File: src/rtl/mips_mem_pkg.sv
// rtl/mips_mem_pkg.sv - shared store-path encodings and lane widths
package mips_mem_pkg;

    typedef enum logic [1:0] {
        OP_SW  = 2'b00,
        OP_SH  = 2'b01,
        OP_SB  = 2'b10,
        OP_RSV = 2'b11
    } op_e;

    typedef enum logic [2:0] {
        ST_IDLE,
        ST_READ,
        ST_MERGE,
        ST_WRITE,
        ST_DONE
    } state_e;

    localparam int WORD_W = 32;
    localparam int HALF_W = 16;
    localparam int BYTE_W = 8;

endpackage

File: src/rtl/store_lane_merge.sv
// rtl/store_lane_merge.sv - splices truncated store data into an old memory word
import mips_mem_pkg::*;

module store_lane_merge (
    input  logic [WORD_W-1:0] old_word,
    input  logic [WORD_W-1:0] new_data,
    input  op_e               op,
    input  logic [1:0]        lane,
    output logic [WORD_W-1:0] merged
);

    // Little-endian lanes: byte k lives at bits 8k+7:8k
    always_comb begin
        merged = old_word;
        case (op)
            OP_SW: merged = new_data;
            OP_SH: begin
                if (lane[1])
                    merged[HALF_W +: HALF_W] = new_data[HALF_W-1:0];
                else
                    merged[0 +: HALF_W] = new_data[HALF_W-1:0];
            end
            OP_SB: merged[{lane, 3'b000} +: BYTE_W] = new_data[BYTE_W-1:0];
            default: merged = old_word;
        endcase
    end

endmodule

File: src/rtl/store_size_unit.sv
// rtl/store_size_unit.sv - word/half/byte store sequencer with read-modify-write
import mips_mem_pkg::*;

module store_size_unit #(
    parameter int MEM_LATENCY = 1
) (
    input  logic               clk,
    input  logic               reset,
    input  logic               start,
    input  logic [1:0]         op,
    input  logic [WORD_W-1:0]  addr,
    input  logic [WORD_W-1:0]  wdata_in,
    input  logic [WORD_W-1:0]  mem_rd_data,
    output logic [WORD_W-1:0]  mem_addr,
    output logic               mem_wr,
    output logic [WORD_W-1:0]  mem_wdata,
    output logic               busy,
    output logic               done,
    output logic               err
);

    localparam int CW = (MEM_LATENCY > 1) ? $clog2(MEM_LATENCY) : 1;
    localparam logic [CW-1:0] CNT_LOAD = CW'(MEM_LATENCY - 1);

    state_e            state;
    op_e               op_q;
    op_e               op_dec;
    logic [1:0]        lane_q;
    logic [WORD_W-1:0] data_q;
    logic [CW-1:0]     cnt;
    logic [WORD_W-1:0] merged;
    logic              bad;

    assign op_dec = op_e'(op);

    always_comb begin
        bad = (op_dec == OP_RSV)
           || (op_dec == OP_SH && addr[0])
           || (op_dec == OP_SW && addr[1:0] != 2'b00);
    end

    store_lane_merge u_merge (
        .old_word (mem_rd_data),
        .new_data (data_q),
        .op       (op_q),
        .lane     (lane_q),
        .merged   (merged)
    );

    always_ff @(posedge clk or posedge reset) begin
        if (reset) begin
            state     <= ST_IDLE;
            op_q      <= OP_SW;
            lane_q    <= 2'b00;
            data_q    <= '0;
            cnt       <= '0;
            mem_addr  <= '0;
            mem_wdata <= '0;
            mem_wr    <= 1'b0;
            busy      <= 1'b0;
            done      <= 1'b0;
            err       <= 1'b0;
        end else begin
            case (state)
                ST_IDLE: begin
                    if (start) begin
                        op_q     <= op_dec;
                        lane_q   <= addr[1:0];
                        data_q   <= wdata_in;
                        mem_addr <= {addr[WORD_W-1:2], 2'b00};
                        busy     <= 1'b1;
                        if (bad) begin
                            state <= ST_DONE;
                            done  <= 1'b1;
                            err   <= 1'b1;
                        end else if (op_dec == OP_SW) begin
                            state     <= ST_WRITE;
                            mem_wdata <= wdata_in;
                            mem_wr    <= 1'b1;
                        end else begin
                            state <= ST_READ;
                            cnt   <= CNT_LOAD;
                        end
                    end
                end
                // Hold READ until the memory word has had MEM_LATENCY cycles to arrive
                ST_READ: begin
                    if (cnt == '0)
                        state <= ST_MERGE;
                    else
                        cnt <= cnt - 1'b1;
                end
                ST_MERGE: begin
                    mem_wdata <= merged;
                    mem_wr    <= 1'b1;
                    state     <= ST_WRITE;
                end
                ST_WRITE: begin
                    mem_wr <= 1'b0;
                    done   <= 1'b1;
                    state  <= ST_DONE;
                end
                ST_DONE: begin
                    done  <= 1'b0;
                    err   <= 1'b0;
                    busy  <= 1'b0;
                    state <= ST_IDLE;
                end
                default: state <= ST_IDLE;
            endcase
        end
    end

endmodule

File: config.mk
export PLATFORM = sky130hd
export DESIGN_NAME = store_size_unit
export DESIGN_NICKNAME = d
export VERILOG_FILES = /design/src/rtl/mips_mem_pkg.sv /design/src/rtl/store_lane_merge.sv /design/src/rtl/store_size_unit.sv
export SDC_FILE = /design/constraint.sdc
export NUM_CORES = 1
export LEC_CHECK = 0
export BUFFER_PORTS_ARGS = -buffer_cell sky130_fd_sc_hd__buf_2
export CAP_MARGIN = 20
export CORE_ASPECT_RATIO = 1.25
export CORE_MARGIN = 4
export CORE_UTILIZATION = 44
export CTS_CLUSTER_DIAMETER = 100
export DETAILED_ROUTE_END_ITERATION = 16
export PLACE_DENSITY = 0.72
export SYNTH_ARGS = -nofsm -noshare
export SYNTH_HDL_FRONTEND = slang
export SYNTH_HIERARCHICAL = 1
export SYNTH_SLANG_ARGS = --single-unit
File: constraint.sdc
create_clock -name clk -period 4.1 [get_ports clk]
set_input_delay 0.82 -clock clk [delete_from_list [all_inputs] [get_ports clk]]
set_output_delay 0.82 -clock clk [all_outputs]
set_load 0.02 [all_outputs]
==> results.sh, run 1 <==
export IMPL_overflow=0
export IMPL_firstDrtPassIters=7
export IMPL_drt_iter0_markers=241
export IMPL_cts_sinks=105
export IMPL_wl_per_cell_um=18.83
export IMPL_p_leak_nw=3.118
export IMPL_placementRows=45
export IMPL_initial_core_util_pct=45.42
export IMPL_stdcell_area_sq_um=6839
export IMPL_rr_worst_depth=8
export IMPL_port_buffers=166
export IMPL_fin_cells=757
export IMPL_grt_max_degree=72
export IMPL_power_density_nw_per_um2=910.2
export IMPL_fmax_ghz=0.3741
export IMPL_crit_type="reg2reg"
export IMPL_routed_via_density=5.568
export IMPL_crit_fanout=13
export IMPL_ys_types=45
export IMPL_crit_arrival_ns=2.91
export IMPL_finalHoldViolCount=0
export IMPL_design_core_area_sq_um=12270
export IMPL_synth_seq_area_share_pct=47.13
export IMPL_postCtsHoldBufs=0
export IMPL_drive_above_1_share_pct=56.76
export IMPL_drv_slew=0
export IMPL_slowest_delay_ns=0.62
export IMPL_yosys_top_cells_area="dfrtp_1, mux2_2, mux2_4"
export IMPL_cts_tree="done"
export IMPL_ir_drop_uv=416.7
export IMPL_relSlewSlack_pct=39.41
export IMPL_holdPathStages=1
export IMPL_syn_avg_cell_area_sq_um=12.94
export IMPL_gp_congestion=0.8505
export IMPL_grt_usage_pct=19.57
export IMPL_yosysWarnings=6
export IMPL_syn_inst=431
export IMPL_root_buffer="clkbuf_16"
export IMPL_die_y_um=133.9
export IMPL_cts_resized=0
export IMPL_fin_skew_ns=0.009656
export IMPL_die_area_sq_um=14550
export IMPL_cts_buffers_inserted=9
export IMPL_ant_nets=0
export IMPL_clock_latency_ns=0.35
export IMPL_yosysTopAreaCell="dfrtp_1"
export IMPL_ys_ff_latch=105
export IMPL_postPlaceCellArea_sq_um=6539
export IMPL_antenna_found_initial=2
export IMPL_cts_clk_slew_worst_paths_ns=0.07
export IMPL_timing_final_crit_share_pct=65.19
export IMPL_fin_nets=693
export IMPL_dp_cells=740
export IMPL_ctsHtreeMaxLevel=3
export IMPL_grt_pass1_wl_mm=22.22
export IMPL_worst_ep_required_time_ns=4.33
export IMPL_worst_pin_slew_ns=0.9089
export IMPL_min_period_ns=2.673
export IMPL_end_kind="flop"
export IMPL_drt_drc_violations_left=0
export IMPL_area_delta_synth_final_pct=22.67
export IMPL_r2r_slack_ns=1.43
export IMPL_num_io_pins=169
export IMPL_cp_cell_sequence="inv_1 -> ha_1 -> nor4bb_4 -> and2_4 -> a22o_1 -> a221o_1 -> mux2_2 -> mux2_4"
export IMPL_setup_viol=0
export IMPL_yosysTopAreaCellShare_pct=47.13
export IMPL_cts_setup_buffers=0
export IMPL_cts_max_path_buffers=2
export IMPL_hpwl_mm=10.47
export IMPL_crit_slowest_cell="dfrtp_1"
export IMPL_vias=4215
export IMPL_die_w_um=108.7
export IMPL_grt_pass1_vias=4338
export IMPL_rsz0062_at_grt="false"
export IMPL_cp_start_kind="flop"
export IMPL_maxCapViolCount=0
export IMPL_syn_area_sq_um=5575
export IMPL_hold_path_class="reg2reg"
export IMPL_drt_total_wl_mm=14.26
export IMPL_status="finished, final reports clean"
export IMPL_hold_slack_ns=0.5065
export IMPL_totalNegativeSetupSlack_ns=0
==> report_power, final <==
| part | leakage (nW) | total [W] | internal [W] | switching, W |
|---|---|---|---|---|
| logic | 1.74 | 0.00332 | 0.00168 | 0.00164 |
| clock network | 0.142 | 0.000861 | 0.000488 | 0.000373 |
| registers | 1.24 | 0.00204 | 0.00158 | 0.000462 |
| total | 3.12 | 0.00622 | 0.00375 | 0.00248 |
==> layout make-up <==
cell class	count	area (sq um)
Clock buffer	11	242.7
Fill cell	1054	5435
Inverter	8	32.53
Sequential cell	105	2628
Timing Repair Buffer	171	893.4
Antenna cell	1	2.502
Tap cell	164	205.2
Clock inverter	5	55.05
Multi-Input combinational cell	292	2780
==> metrics by stage <==
| step | worst slack (ns) | utilization (%) | total power [W] |
|---|---|---|---|
| finish | 1.427 | 55.72 | 0.006225 |
| detailed placement | 1.267 | 53.27 | 0.005382 |
| CTS | 1.443 | 55.70 | 0.006271 |
| global route | 1.320 | 55.70 | 0.006597 |
| floorplan | 0.5195 | - | 0.004513 |
| global placement | 1.351 | 53.27 | 0.005296 |
==> path summary, 6_finish.rpt <==
kind | from | endpoint
max | lane_q[1] | mem_wdata[27]
min | mem_addr[8] | mem_addr[8]
max reg2reg | lane_q[1] | mem_wdata[27]
min reg2reg | mem_addr[8] | mem_addr[8]
max in group asynchronous | reset | mem_addr[24]
min in group asynchronous | reset | data_q[21]
==> critical path: cells and delay by family (launching register included) <==
kind,cells,cell delay [ns]
AO/OA/AOI/OAI,2,0.53
adder cells (fa/ha/maj),1,0.44
buffers and inverters,1,0.17
flip-flops,1,0.62
multiplexers,2,0.52
AND/OR/NAND/NOR,2,0.28
==> flip-flops by register name, summed over array words and instances (netlist names) <==
name       flops
data_q        32
mem_wdata     32
mem_addr      30
state          3
lane_q         2
op_q           2
busy           1
done           1
err            1
mem_wr         1
==> cells by family (layout without fill, tap and decap cells) <==
| group | count (synthesis) | after routing | share of synthesized area (%) |
|---|---|---|---|
| mux | 136 | 136 | 29.49 |
| flops | 105 | 105 | 47.13 |
| compound gates | 81 | 81 | 11.58 |
| simple gates | 68 | 68 | 7.406 |
| buf+inv | 35 | 195 | 3.209 |
| fa+ha+maj | 5 | 5 | 1.122 |
| other cells | 1 | 3 | 0.06726 |
==> cell usage after synthesis (all sizes together) <==
cell type and instances:
o22ai 4, o211ai 3, conb 1, o31ai 1, nor3 4, nor4 2
nand2b 4, o2111ai 2, and2 12, buf 17, o311a 2, a22oi 10
a211oi 1, nand4b 1, o21ai 6, o41a 1, ha 5, clkbuf 10
a32oi 1, nor2b 4, nor2 24, a21oi 15, a2bb2oi 1, clkinv 1
a221o 20, inv 7, mux2 136, nand4 1, nor3b 2, nand3b 1
nor4bb 1, o2bb2ai 1, a22o 13, dfrtp 105, nand2 12
==> layer usage <==
metal  GRT usage [%]  wire length, um  up-vias  part of all wire, %
met1           23.30             5500     2074                   39
met4           8.000              302        4                  2.1
met3           5.200             1275       25                  8.9
met5               0               21        -                 0.15
met2           33.26             7158      199                   50
li1                -                -     1913                    -
==> placed cells by master (no fill, tap or decap), types with 3 or more instances in the layout <==
master and n:
ha_1 5, o21ai_0 6, a22oi_1 10, a221o_1 20, nand2b_1 3, mux2_4 30, buf_2 166, nand2_1 12
nor2b_1 3, mux2_2 106, a21oi_1 13, a22o_1 13, buf_4 3, dfrtp_1 105, nor3_1 4, inv_1 6
nor2_1 23, o22ai_1 3, and2_1 9, clkbuf_16 9, o211ai_1 3
(Power assumes the default switching activity.)
==> run 2: changes to the inputs <==
--- a/config.mk
+++ b/config.mk
@@ -5,6 +5,7 @@
 export SDC_FILE = /design/constraint.sdc
 export NUM_CORES = 1
 export LEC_CHECK = 0
+export ABC_AREA = 1
 export BUFFER_PORTS_ARGS = -buffer_cell sky130_fd_sc_hd__buf_2
 export CAP_MARGIN = 20
 export CORE_ASPECT_RATIO = 1.25
@@ -12,7 +13,7 @@
 export CORE_UTILIZATION = 44
 export CTS_CLUSTER_DIAMETER = 100
 export DETAILED_ROUTE_END_ITERATION = 16
-export PLACE_DENSITY = 0.72
+export PLACE_DENSITY = 0.71
 export SYNTH_ARGS = -nofsm -noshare
 export SYNTH_HDL_FRONTEND = slang
 export SYNTH_HIERARCHICAL = 1
==> constraint.sdc (replaced) <==
create_clock -name clk -period 2.6 [get_ports clk]
set_input_delay 0.52 -clock clk [delete_from_list [all_inputs] [get_ports clk]]
set_output_delay 0.52 -clock clk [all_outputs]
set_load 0.02 [all_outputs]
==> run 2 against run 1 <==
Synthesized cell count is 110% higher. Routed wire length rose by 57%. Fmax up 19%. Clock skew about the same. Global-route usage grew 8.1 points. Largest cell class unchanged.
==> results.sh, run 2 <==
export IMPL_vias=6755
export IMPL_ctsHtreeMaxLevel=3
export IMPL_cts_clk_slew_worst_paths_ns=0.07
export IMPL_num_io_pins=169
export IMPL_crit_type="reg2reg"
export IMPL_multi_input_area_sq_um=3085
export IMPL_totalNegativeSetupSlack_ns=0
export IMPL_maxCapViolCount=0
export IMPL_worst_pin_slew_ns=0.5794
export IMPL_p_leak_nw=4.189
export IMPL_fmax_ghz=0.4448
export IMPL_stdcell_area_sq_um=7432
export IMPL_yosys_top_cells_area="dfrtp_1, nand2_1, nand4_1"
export IMPL_initial_core_util_pct=44.90
export IMPL_synthArstFlopShare_pct=100.0
export IMPL_firstDrtPassIters=10
export IMPL_yosysTopAreaCell="dfrtp_1"
export IMPL_drt_iter0_markers=814
export IMPL_setup_viol=0
export IMPL_hold_path_class="in2async"
export IMPL_cts_buffers_inserted=9
export IMPL_ys_types=30
export IMPL_cts_setup_buffers=0
export IMPL_cts_resized=0
export IMPL_grt_pass1_vias=6488
export IMPL_cts_max_path_buffers=2
export IMPL_yosysMostFrequentCell="nand2_1"
export IMPL_fin_nets=1130
export IMPL_final_common_cell="nand2_1"
export IMPL_timing_final_crit_share_pct=86.47
export IMPL_grt_pass1_wl_mm=35.11
export IMPL_antenna_found_initial=0
export IMPL_synth_edf_count=0
export IMPL_hold_slack_ns=0.3168
export IMPL_synth_seq_area_share_pct=42.18
export IMPL_ys_ff_latch=105
export IMPL_finalHoldViolCount=0
export IMPL_power_density_nw_per_um2=1321
export IMPL_fin_skew_ns=0.009355
export IMPL_syn_inst=888
export IMPL_relSlewSlack_pct=61.38
export IMPL_status="finished, final reports clean"
export IMPL_ant_nets=0
export IMPL_routed_via_density=5.610
export IMPL_drt_drc_violations_left=0
export IMPL_clock_latency_ns=0.36
export IMPL_wl_per_cell_um=18.59
export IMPL_gp_congestion=0.9813
export IMPL_largestRegisters="data_q (32), mem_wdata (32), mem_addr (30)"
export IMPL_end_kind="flop"
export IMPL_crit_arrival_ns=2.55
export IMPL_min_period_ns=2.248
export IMPL_antennaDiodeCount=0
export IMPL_die_y_um=141.0
export IMPL_final_cell_mix="nand2_1, buf_2, dfrtp_1"
export IMPL_syn_avg_cell_area_sq_um=7.015
export IMPL_fillers=1411
export IMPL_rsz0062_at_grt="false"
export IMPL_drive_above_1_share_pct=21.77
export IMPL_placementRows=48
export IMPL_design_core_area_sq_um=13870
export IMPL_ir_drop_uv=671.2
export IMPL_grt_usage_pct=27.72
export IMPL_port_buffers=166
export IMPL_synth_commonest_cells="nand2_1, dfrtp_1, nand3_1, nand4_1, inv_1"
export IMPL_cts_sinks=105
export IMPL_yosysTopAreaCellShare_pct=42.18
export IMPL_r2r_slack_ns=0.35
export IMPL_grt_max_degree=106
export IMPL_overflow=0
export IMPL_synth_top_flop_cell="dfrtp_1"
export IMPL_syn_area_sq_um=6230
export IMPL_postCtsHoldBufs=0
export IMPL_die_w_um=114.4
export IMPL_drv_slew=0
export IMPL_drt_total_wl_mm=22.38
export IMPL_crit_fanout=12
export IMPL_root_buffer="clkbuf_16"
export IMPL_area_delta_synth_final_pct=19.30
export IMPL_die_area_sq_um=16140
export IMPL_cp_start_kind="flop"
export IMPL_worst_ep_required_time_ns=2.90
export IMPL_seq_area_sq_um=2628
export IMPL_cts_tree="done"
export IMPL_yosysWarnings=6
export IMPL_postPlaceCellArea_sq_um=7132
export IMPL_hpwl_mm=15.85
[run 2: cell count changes after synthesis, moves of 30 or more]
| cell | change |
|---|---|
| nand2_1 | +394 |
| mux2_2 | -106 |
| nand3_1 | +87 |
| nand4_1 | +75 |
| inv_1 | +41 |
| mux2_4 | -30 |
[run 2: per-stage QoR]
| step | total power, W | util (%) | instances | setup WS [ns] |
|---|---|---|---|---|
| 6_report | 0.009819 | 53.57 | 1204 | 0.3517 |
| 5_1_grt | 0.01054 | 53.57 | 1204 | 0.07239 |
| 4_1_cts | 0.009782 | 53.57 | 1204 | 0.4002 |
| 3_5_place_dp | 0.008371 | 51.41 | 1188 | 0.4185 |
| 3_3_place_gp | 0.008346 | 51.41 | 1188 | 0.4474 |
| 2_1_floorplan | 0.006682 | - | 889 | 0.6153 |
[run 2: metal layers]
metal / part of all wire [%] / GRT usage, % / vias to the layer above
li1: - / - / 3171
met1: 40 / 35.81 / 3137
met2: 46 / 43.05 / 377
met3: 8.5 / 5.668 / 70
met4: 5.8 / 15.51 / 0
met5: 0 / 0 / -
[run 2: cells by family (layout without fill, tap and decap cells)]
| family | after synthesis | count (layout) | share of synthesized area (%) |
|---|---|---|---|
| AND/OR/NAND/NOR | 606 | 606 | 42.94 |
| buffers and inverters | 115 | 255 | 8.355 |
| flip-flops | 105 | 105 | 42.18 |
| AO/OA/AOI/OAI | 56 | 56 | 5.463 |
| adder cells (fa/ha/maj) | 5 | 5 | 1.004 |
| other | 1 | 2 | 0.06020 |
[run 2: area by class of cell]
type | instances | area share (%)
clock buffer | 12 | 3.586
clock inverter | 4 | 0.4545
inverter | 56 | 2.912
multi-input combinational | 669 | 41.52
sequential | 105 | 35.35
tap | 175 | 2.946
timing repair buffer | 183 | 13.23
[run 2: path summary, 6_finish.rpt]
| kind | start | end | depth (start not counted) |
|---|---|---|---|
| max reg2reg | lane_q[0] | mem_wdata[3] | 12 |
| min | reset | done | 3 |
| max | lane_q[0] | mem_wdata[3] | 12 |
| min reg2reg | mem_addr[24] | mem_addr[24] | 2 |
| max in group asynchronous | reset | data_q[1] | 3 |
| min in group clk | addr[29] | mem_addr[29] | 3 |
[run 2: power breakdown]
group	switching (W)	total [W]	internal (W)
registers	0.000567	0.00298	0.00241
logic	0.00384	0.00545	0.00160
clock network	0.000659	0.00140	0.000736
total	0.00507	0.00982	0.00475
[run 2: critical path, stage by stage (launching register included)]
cell and delay, ns:
dfrtp_1 0.38, inv_1 0.16, ha_1 0.43, nand3_1 0.23, nor2_1 0.34, nand2_1 0.10
o21ai_0 0.09, nand2_1 0.07, nand2_1 0.08, nand4_1 0.09, nand2_1 0.09, nand4_1 0.08
nand2_1 0.07
